## src/rtl/gray_ptr_sync.sv

```systemverilog
`timescale 1ns/1ps
// gray_ptr_sync
// Brings a Gray-coded async-FIFO pointer from a foreign clock domain into clk
// through a plain flop chain. It also produces the registered binary value, a
// one-cycle advance pulse with the advance amount, and a sticky violation flag
// with a saturating error count. A short warm-up after reset hides the
// reset-to-live-pointer jump while the chain fills.
module gray_ptr_sync #(
  parameter int FIFO_DEPTH  = 8,
  parameter int ADDR_WIDTH  = $clog2(FIFO_DEPTH),
  parameter int SYNC_STAGES = 2
) (
  input  logic                clk,
  input  logic                rst,
  input  logic [ADDR_WIDTH:0] gray_in,
  input  logic                err_clr,
  output logic [ADDR_WIDTH:0] gray_out,
  output logic [ADDR_WIDTH:0] bin_out,
  output logic                ptr_adv,
  output logic [ADDR_WIDTH:0] adv_cnt,
  output logic                gray_err,
  output logic [7:0]          err_cnt
);

  // Warm-up spans the chain fill plus the binary register.
  localparam logic [2:0] WU_MAX = 3'(SYNC_STAGES + 1);

  localparam logic [ADDR_WIDTH:0] PTR_ONE = {{ADDR_WIDTH{1'b0}}, 1'b1};

  logic [ADDR_WIDTH:0] sync_q [SYNC_STAGES];
  logic [ADDR_WIDTH:0] gray_prev;
  logic [2:0]          wu_cnt;

  logic [ADDR_WIDTH:0] gray_diff;
  logic [ADDR_WIDTH:0] bin_next;
  logic [ADDR_WIDTH:0] adv_next;
  logic                is_change;
  logic                is_viol;
  logic                warm_done;

  // Gray to binary: each binary bit is the XOR of all Gray bits at or above it.
  function automatic logic [ADDR_WIDTH:0] gray2bin(input logic [ADDR_WIDTH:0] g);
    logic [ADDR_WIDTH:0] b;
    b[ADDR_WIDTH] = g[ADDR_WIDTH];
    for (int i = ADDR_WIDTH - 1; i >= 0; i--) begin
      b[i] = b[i+1] ^ g[i];
    end
    return b;
  endfunction

  // Synchronizer chain: nothing but flops between stages so each stage has a
  // full cycle to resolve metastability.
  // NOTE: every stage is reset explicitly; this is a small flop chain, not a
  // RAM, so clearing it costs nothing and keeps the post-reset value defined.
  always_ff @(posedge clk or posedge rst) begin
    if (rst) begin
      for (int k = 0; k < SYNC_STAGES; k++) begin
        sync_q[k] <= '0;
      end
    end else begin
      // NOTE: non-blocking assignments let every stage sample the old value of
      // its predecessor, which is what makes this a shift chain.
      sync_q[0] <= gray_in;
      for (int k = 1; k < SYNC_STAGES; k++) begin
        sync_q[k] <= sync_q[k-1];
      end
    end
  end

  assign gray_out = sync_q[SYNC_STAGES-1];

  // Change and violation detection against the previous synchronized sample.
  // diff & (diff - 1) drops the lowest set bit; anything left means two or
  // more bits flipped, which a legal Gray step never does.
  assign gray_diff = gray_out ^ gray_prev;
  assign is_change = |gray_diff;
  assign is_viol   = (gray_diff & (gray_diff - PTR_ONE)) != '0;
  assign bin_next  = gray2bin(gray_out);
  // bin_out always holds the binary of gray_prev, so this is the step size,
  // wrapping naturally modulo 2^PW.
  assign adv_next  = bin_next - bin_out;
  assign warm_done = (wu_cnt == WU_MAX);

  // Warm-up counter: counts edges after reset and parks at WU_MAX.
  always_ff @(posedge clk or posedge rst) begin
    if (rst) begin
      wu_cnt <= '0;
    end else if (!warm_done) begin
      wu_cnt <= wu_cnt + 3'd1;
    end
  end

  // Previous-sample and binary registers track gray_out every cycle,
  // warm-up or not.
  always_ff @(posedge clk or posedge rst) begin
    if (rst) begin
      gray_prev <= '0;
      bin_out   <= '0;
    end else begin
      gray_prev <= gray_out;
      bin_out   <= bin_next;
    end
  end

  // Advance pulse and amount, registered alongside the bin_out update and
  // suppressed during warm-up.
  always_ff @(posedge clk or posedge rst) begin
    if (rst) begin
      ptr_adv <= 1'b0;
      adv_cnt <= '0;
    end else if (warm_done && is_change) begin
      ptr_adv <= 1'b1;
      adv_cnt <= adv_next;
    end else begin
      ptr_adv <= 1'b0;
      adv_cnt <= '0;
    end
  end

  // Sticky violation flag and saturating count; a violation in the same
  // cycle as err_clr wins and restarts the count at one.
  always_ff @(posedge clk or posedge rst) begin
    if (rst) begin
      gray_err <= 1'b0;
      err_cnt  <= '0;
    end else if (warm_done && is_viol) begin
      gray_err <= 1'b1;
      if (err_clr) begin
        err_cnt <= 8'd1;
      end else if (err_cnt != 8'hFF) begin
        err_cnt <= err_cnt + 8'd1;
      end
    end else if (err_clr) begin
      gray_err <= 1'b0;
      err_cnt  <= '0;
    end
  end

`ifndef SYNTHESIS
  // Parameter sanity, evaluated in simulation only.
  always_ff @(posedge clk) begin
    assert (SYNC_STAGES >= 2 && SYNC_STAGES <= 4)
      else $error("gray_ptr_sync: SYNC_STAGES must be 2..4");
    assert (FIFO_DEPTH > 0 && (FIFO_DEPTH & (FIFO_DEPTH - 1)) == 0)
      else $error("gray_ptr_sync: FIFO_DEPTH must be a power of two");
  end
`endif

endmodule

```

## config.mk

```make
export PLATFORM = sky130hd
export DESIGN_NAME = gray_ptr_sync
export DESIGN_NICKNAME = d
export VERILOG_FILES = /design/src/rtl/gray_ptr_sync.sv
export SDC_FILE = /design/constraint.sdc
export NUM_CORES = 1
export LEC_CHECK = 0
export ABC_AREA = 1
export CORE_MARGIN = 4
export CORE_UTILIZATION = 50
export DETAILED_ROUTE_END_ITERATION = 8
export PLACE_DENSITY_LB_ADDON = 0.15
export RECOVER_POWER = 50
export SLEW_MARGIN = 20
export SYNTH_ARGS = -nofsm -noshare
export SYNTH_HDL_FRONTEND = slang
export SYNTH_SLANG_ARGS = --single-unit
```

## constraint.sdc

```tcl
create_clock -name clk -period 5.8 [get_ports clk]
set_input_delay 1.45 -clock clk [delete_from_list [all_inputs] [get_ports clk]]
set_output_delay 1.45 -clock clk [all_outputs]
set_load 0.02 [all_outputs]
```

### Word-level counts from Yosys, hierarchy flattened

Cells that the tools add are included.

| storage, ports and cells | value |
|---|---|
| bits in registers | 33 |
| word-level logic and storage cells | 35 |

| cells by class | value |
|---|---|
| $add $sub $neg | 4 |
| equal/unequal tests | 2 |
| muxes and demuxes | 8 |
| bitwise logic cells | 5 |
| reduce and logical (&&, ||, !) cells | 7 |

Operators with widths:

| kind | count |
|---|---|
| 8-bit two-way mux | 4 |
| 8-bit by 1-bit adder with 8-bit output, second input constant | 1 |
| 8-bit inequality test, second input constant | 1 |
| 4-bit AND | 1 |
| 4-bit two-way mux | 1 |
| 2-bit nonzero test | 2 |
| 4-bit nonzero test | 1 |
| 4-bit OR reduction | 1 |
| 4-bit by 1-bit subtractor with 4-bit output, second input constant | 1 |
| 4-bit subtractor | 1 |
| 4-bit XOR | 1 |
| 3-bit by 1-bit adder with 3-bit output, second input constant | 1 |
| 3-bit by 2-bit equality test with 1-bit output, second input constant | 1 |
| 1-bit two-way mux | 3 |
| 1-bit XOR | 3 |
| 1-bit logical AND | 2 |
| 2-bit AND reduction | 1 |

### Logic depth before layout (Yosys ltp)

| depth | value |
|---|---|
| depth after elaboration | 7 |
| depth in mapped cells | 9 |
| gate-level depth less buffers | 9 |

### Worst setup path after synthesis

Ideal clock, no wire load.

| path | value |
|---|---|
| path type | in2reg |
| start point | in err_clr |
| end point | reg err_cnt[0] |
| setup time | 0.118 ns |
| arrival time | 1.945 ns |
| path slack | 3.736 ns |
| cell stages on the path | 5 |
| buffers on the path | 1 |
| cells stage by stage | inv_1 clkbuf_1 nand2_1 nand4_1 nand2_1 |

| on the way | value |
|---|---|
| word-level cells in the longest chain between the ends | 2 |
| elaborated cells on any way between the ends | 5 |
| those cells by class | 2 x mux; 3 x reduce/logical |

RTL lines:

| what | RTL line | source |
|---|---|---|
| from (decl) | 16 | `input logic err_clr,` |
| 8-bit two-way mux or 2-bit nonzero test (tied branches) | - |  |
| 8-bit two-way mux or 2-bit AND reduction (tied branches) | - |  |
| to (signal assigned) | 131 | `err_cnt <= err_cnt + 8'd1;` |
| to (decl) | 22 | `output logic [7:0] err_cnt` |

Several ways; a longest one is shown, not always the timed one.
A chain may end at the register's enable or synchronous reset.

==> results.yml <==
run_status:
  status: "complete, but fails checks"
  violations: "capacitance limit, slew limit"
critical_path:
  r2r-start: "gray_out[2]$_DFF_PP0_"
  crit_arrival_ns: 3.22
  slowest_stage: "clkbuf_1"
  reg2regPathDepth: 8
  max_stage_delay_ns: 1.18
  critical_path.startpoint: "rst"
  worstReg2RegEnd: "adv_cnt[2]$_DFF_PP0_"
  endpoint: "gray_out[1]$_DFF_PP0_"
  cp_num_buf_inv: 3
  r2r_setup_slack_ns: 3.42
  critPathMaxFanout: 32
  cp_num_cells: 3
  worstPathRequired_ns: 5.95
  path_class: "in -> async"
  cpLargestDelayFamily: "buffers and inverters"
  end_kind: "async pin"
  critPathLaunchType: "input port"
  cp_cell_sequence: "dlygate4sd3_1 > inv_1 > clkbuf_1"
routing:
  drtPass1Iterations: 4
  wl_microns: 2650
  antenna_left: 0
  drt_iter0_drc: 41
  vias: 1090
  drc_errors: 0
  vias_per_cell: 4.82
  wire_per_inst_microns: 11.7
yosys:
  ys_ff_latch: 32
  async_flop_share_pct: 100
  syn_nets: 179
  synth-edff-count: 0
  synthFlopType: "dfrtp_1"
  yosysTopAreaCell: "dfrtp_1"
  syn_inst: 165
  synth_cell_types: 19
  seq_area_frac_synth_pct: 53.6
  netlist_area_sq_um: 1500
  synth_top_area_share_pct: 53.6
  yosys_warnings: 0
  synthTopCellsByArea: "dfrtp_1, nand2_1, inv_1"
  synth.avg_cell_area_sq_um: 9.06
clock_network:
  cts_tree: "yes"
  cts_root_buf: "clkbuf_4"
  cts_hold_buf: 0
  ctsResizeCount: 0
  path_clk_slew_ns: 0.09
  cts.sinks: 32
  cts_buffer_depth: 2
  clk_latency_ns: 0.34
  cts_buffers: 5
  postCtsSetupBuffers: 0
  cts_max_level: 2
sta:
  fmax_mhz: 326
  min_period_over_period_pct: 52.9
  worstMarginPinSlew_ns: 1.65
  rsz0062_at_grt: "no"
  relSlewSlack_pct: -9.69
  clock_skew_ns: 0.00925
  setup_slack_ns: 2.73
  layout_min_cycle_time_ns: 3.07
  hold_viol: 0
  tns_ns: 0
  drv_slew: 33
  setup_viol: 0
die:
  ios: 29
  fp-row-count: 19
  die_y_microns: 62.7
  chipWidth_microns: 62.7
  start_util_pct: 53.3
  die-area_sq_um: 3930
  core_sq_um: 2810
job:
  maxCapViolCount: 1
final_layout:
  n_antenna_cell: 0
  layout-drive-gt1-share_pct: 5.64
  fin_nets: 208
  syn_to_final_growth_pct: 23.9
place:
  dp_hpwl_microns: 1950
  gp_congestion: 0.934
  pre_cts_slack_ns: 3.27
  io_buffers: 28
global_route:
  grt_max_degree: 33
  antenna_found_initial: 0
  grt_pass1_wl_microns: 4970
  grt_overflow: 0
  grt_pass1_vias: 1062
  grt_usage_pct: 16.4
pwr:
  irDropWorstVdd_mv: 0.205
  internal-power_uw: 426
  switching_power_uw: 167
  p_leak_nw: 0.961
  pwr-share-seq_pct: 44.1
  combPwrFrac_pct: 24.0
  clkPwrFrac_pct: 32.0
  p_per_area_nw_per_um2: 320
  swShare_pct: 28.2
hold_path:
  hold_path_class: "reg -> reg"
metal layers:
layer	part of all wire, %	track usage (%)	vias up
met5	0	0	-
met4	2.9	8.26	0
met3	6.9	6.83	10
met2	47	24.9	31
met1	43	20.1	495
li1	-	-	554
worst min path at each step:
stage                                   start                    end  slack (ns)  cells after the start
after CTS                 sync_q[7]$_DFF_PP0_  gray_out[3]$_DFF_PP0_        0.36                      0
after floorplan           sync_q[4]$_DFF_PP0_  gray_out[0]$_DFF_PP0_        0.33                      0
after detailed placement  sync_q[7]$_DFF_PP0_  gray_out[3]$_DFF_PP0_        0.34                      0
final                     sync_q[7]$_DFF_PP0_  gray_out[3]$_DFF_PP0_        0.35                      0
after global placement    sync_q[4]$_DFF_PP0_  gray_out[0]$_DFF_PP0_        0.33                      0
after global routing      sync_q[7]$_DFF_PP0_  gray_out[3]$_DFF_PP0_        0.37                      0
cell type report:
| class | instances | area, sq um |
|---|---|---|
| multi-input combinational | 100 | 537 |
| inverter | 26 | 97.6 |
| tap | 31 | 38.8 |
| sequential | 32 | 801 |
| clock buffer | 7 | 65.1 |
| fill | 246 | 952 |
| clock inverter | 1 | 30.0 |
| timing repair buffer | 29 | 284 |
layout by cell type (no fill, tap or decap), types with 2 or more instances in the layout:
cell	Yosys	layout
xor2_1	4	6
clkbuf_8	0	2
nand3_1	10	10
ha_1	6	6
dlygate4sd3_1	0	5
nand4_1	3	3
clkdlybuf4s50_1	0	23
clkbuf_4	0	5
inv_1	25	25
o21ai_0	3	3
nor3_1	2	2
xnor2_1	2	2
a21oi_1	2	2
nand2_1	49	49
dfrtp_1	32	32
nor2_1	13	13
power groups by stage:
stage                     clock, mW  sequential [mW]  combinational, mW
after floorplan                   0            0.292             0.0589
after global placement            0            0.266              0.142
after detailed placement          0            0.267              0.145
after CTS                     0.196            0.262              0.146
after global routing          0.208            0.266              0.157
final                         0.190            0.262              0.142
registers in the layout (all words and copies together), names as in the netlist:
| name | cells |
|---|---|
| gray_out | 4 |
| gray_prev | 3 |
| sync_q | 4 |
| err_cnt | 8 |
| wu_cnt | 3 |
| ptr_adv | 1 |
| bin_out | 4 |
| gray_err | 1 |
| adv_cnt | 4 |
kinds of logic (layout without fill, tap and decap cells):
group	after synthesis	in the layout	share of synthesized area (%)
XOR/XNOR	9	9	6.78
AND/OR/NAND/NOR	79	79	22.1
flip-flops	32	32	53.6
AO/OA/AOI/OAI	5	5	1.67
buffers and inverters	33	63	9.54
adder cells (fa/ha/maj)	7	7	6.36
synthesized netlist by cell type, types with 2 or more instances:
master / count
nor2_1: 13
inv_1: 25
ha_1: 6
xnor2_1: 2
nand4_1: 3
a21oi_1: 2
dfrtp_1: 32
nand3_1: 10
clkbuf_1: 2
xor2_2: 3
buf_4: 5
nand2_1: 49
xor2_1: 4
o21ai_0: 3
nor3_1: 2
through the flow:
stage / cell area, sq um / total power [mW] / hold WS [ns] / util (%) / std cells
4_1_cts: 1870 / 0.605 / 0.359 / 66.7 / 226
6_report: 1850 / 0.593 / 0.354 / 66.1 / 226
3_3_place_gp: 1780 / 0.408 / 0.332 / 63.3 / 218
5_1_grt: 1850 / 0.631 / 0.370 / 66.1 / 226
3_5_place_dp: 1780 / 0.412 / 0.336 / 63.3 / 218
2_1_floorplan: 1500 / 0.351 / 0.331 / - / 165
(Power assumes the default switching activity.)
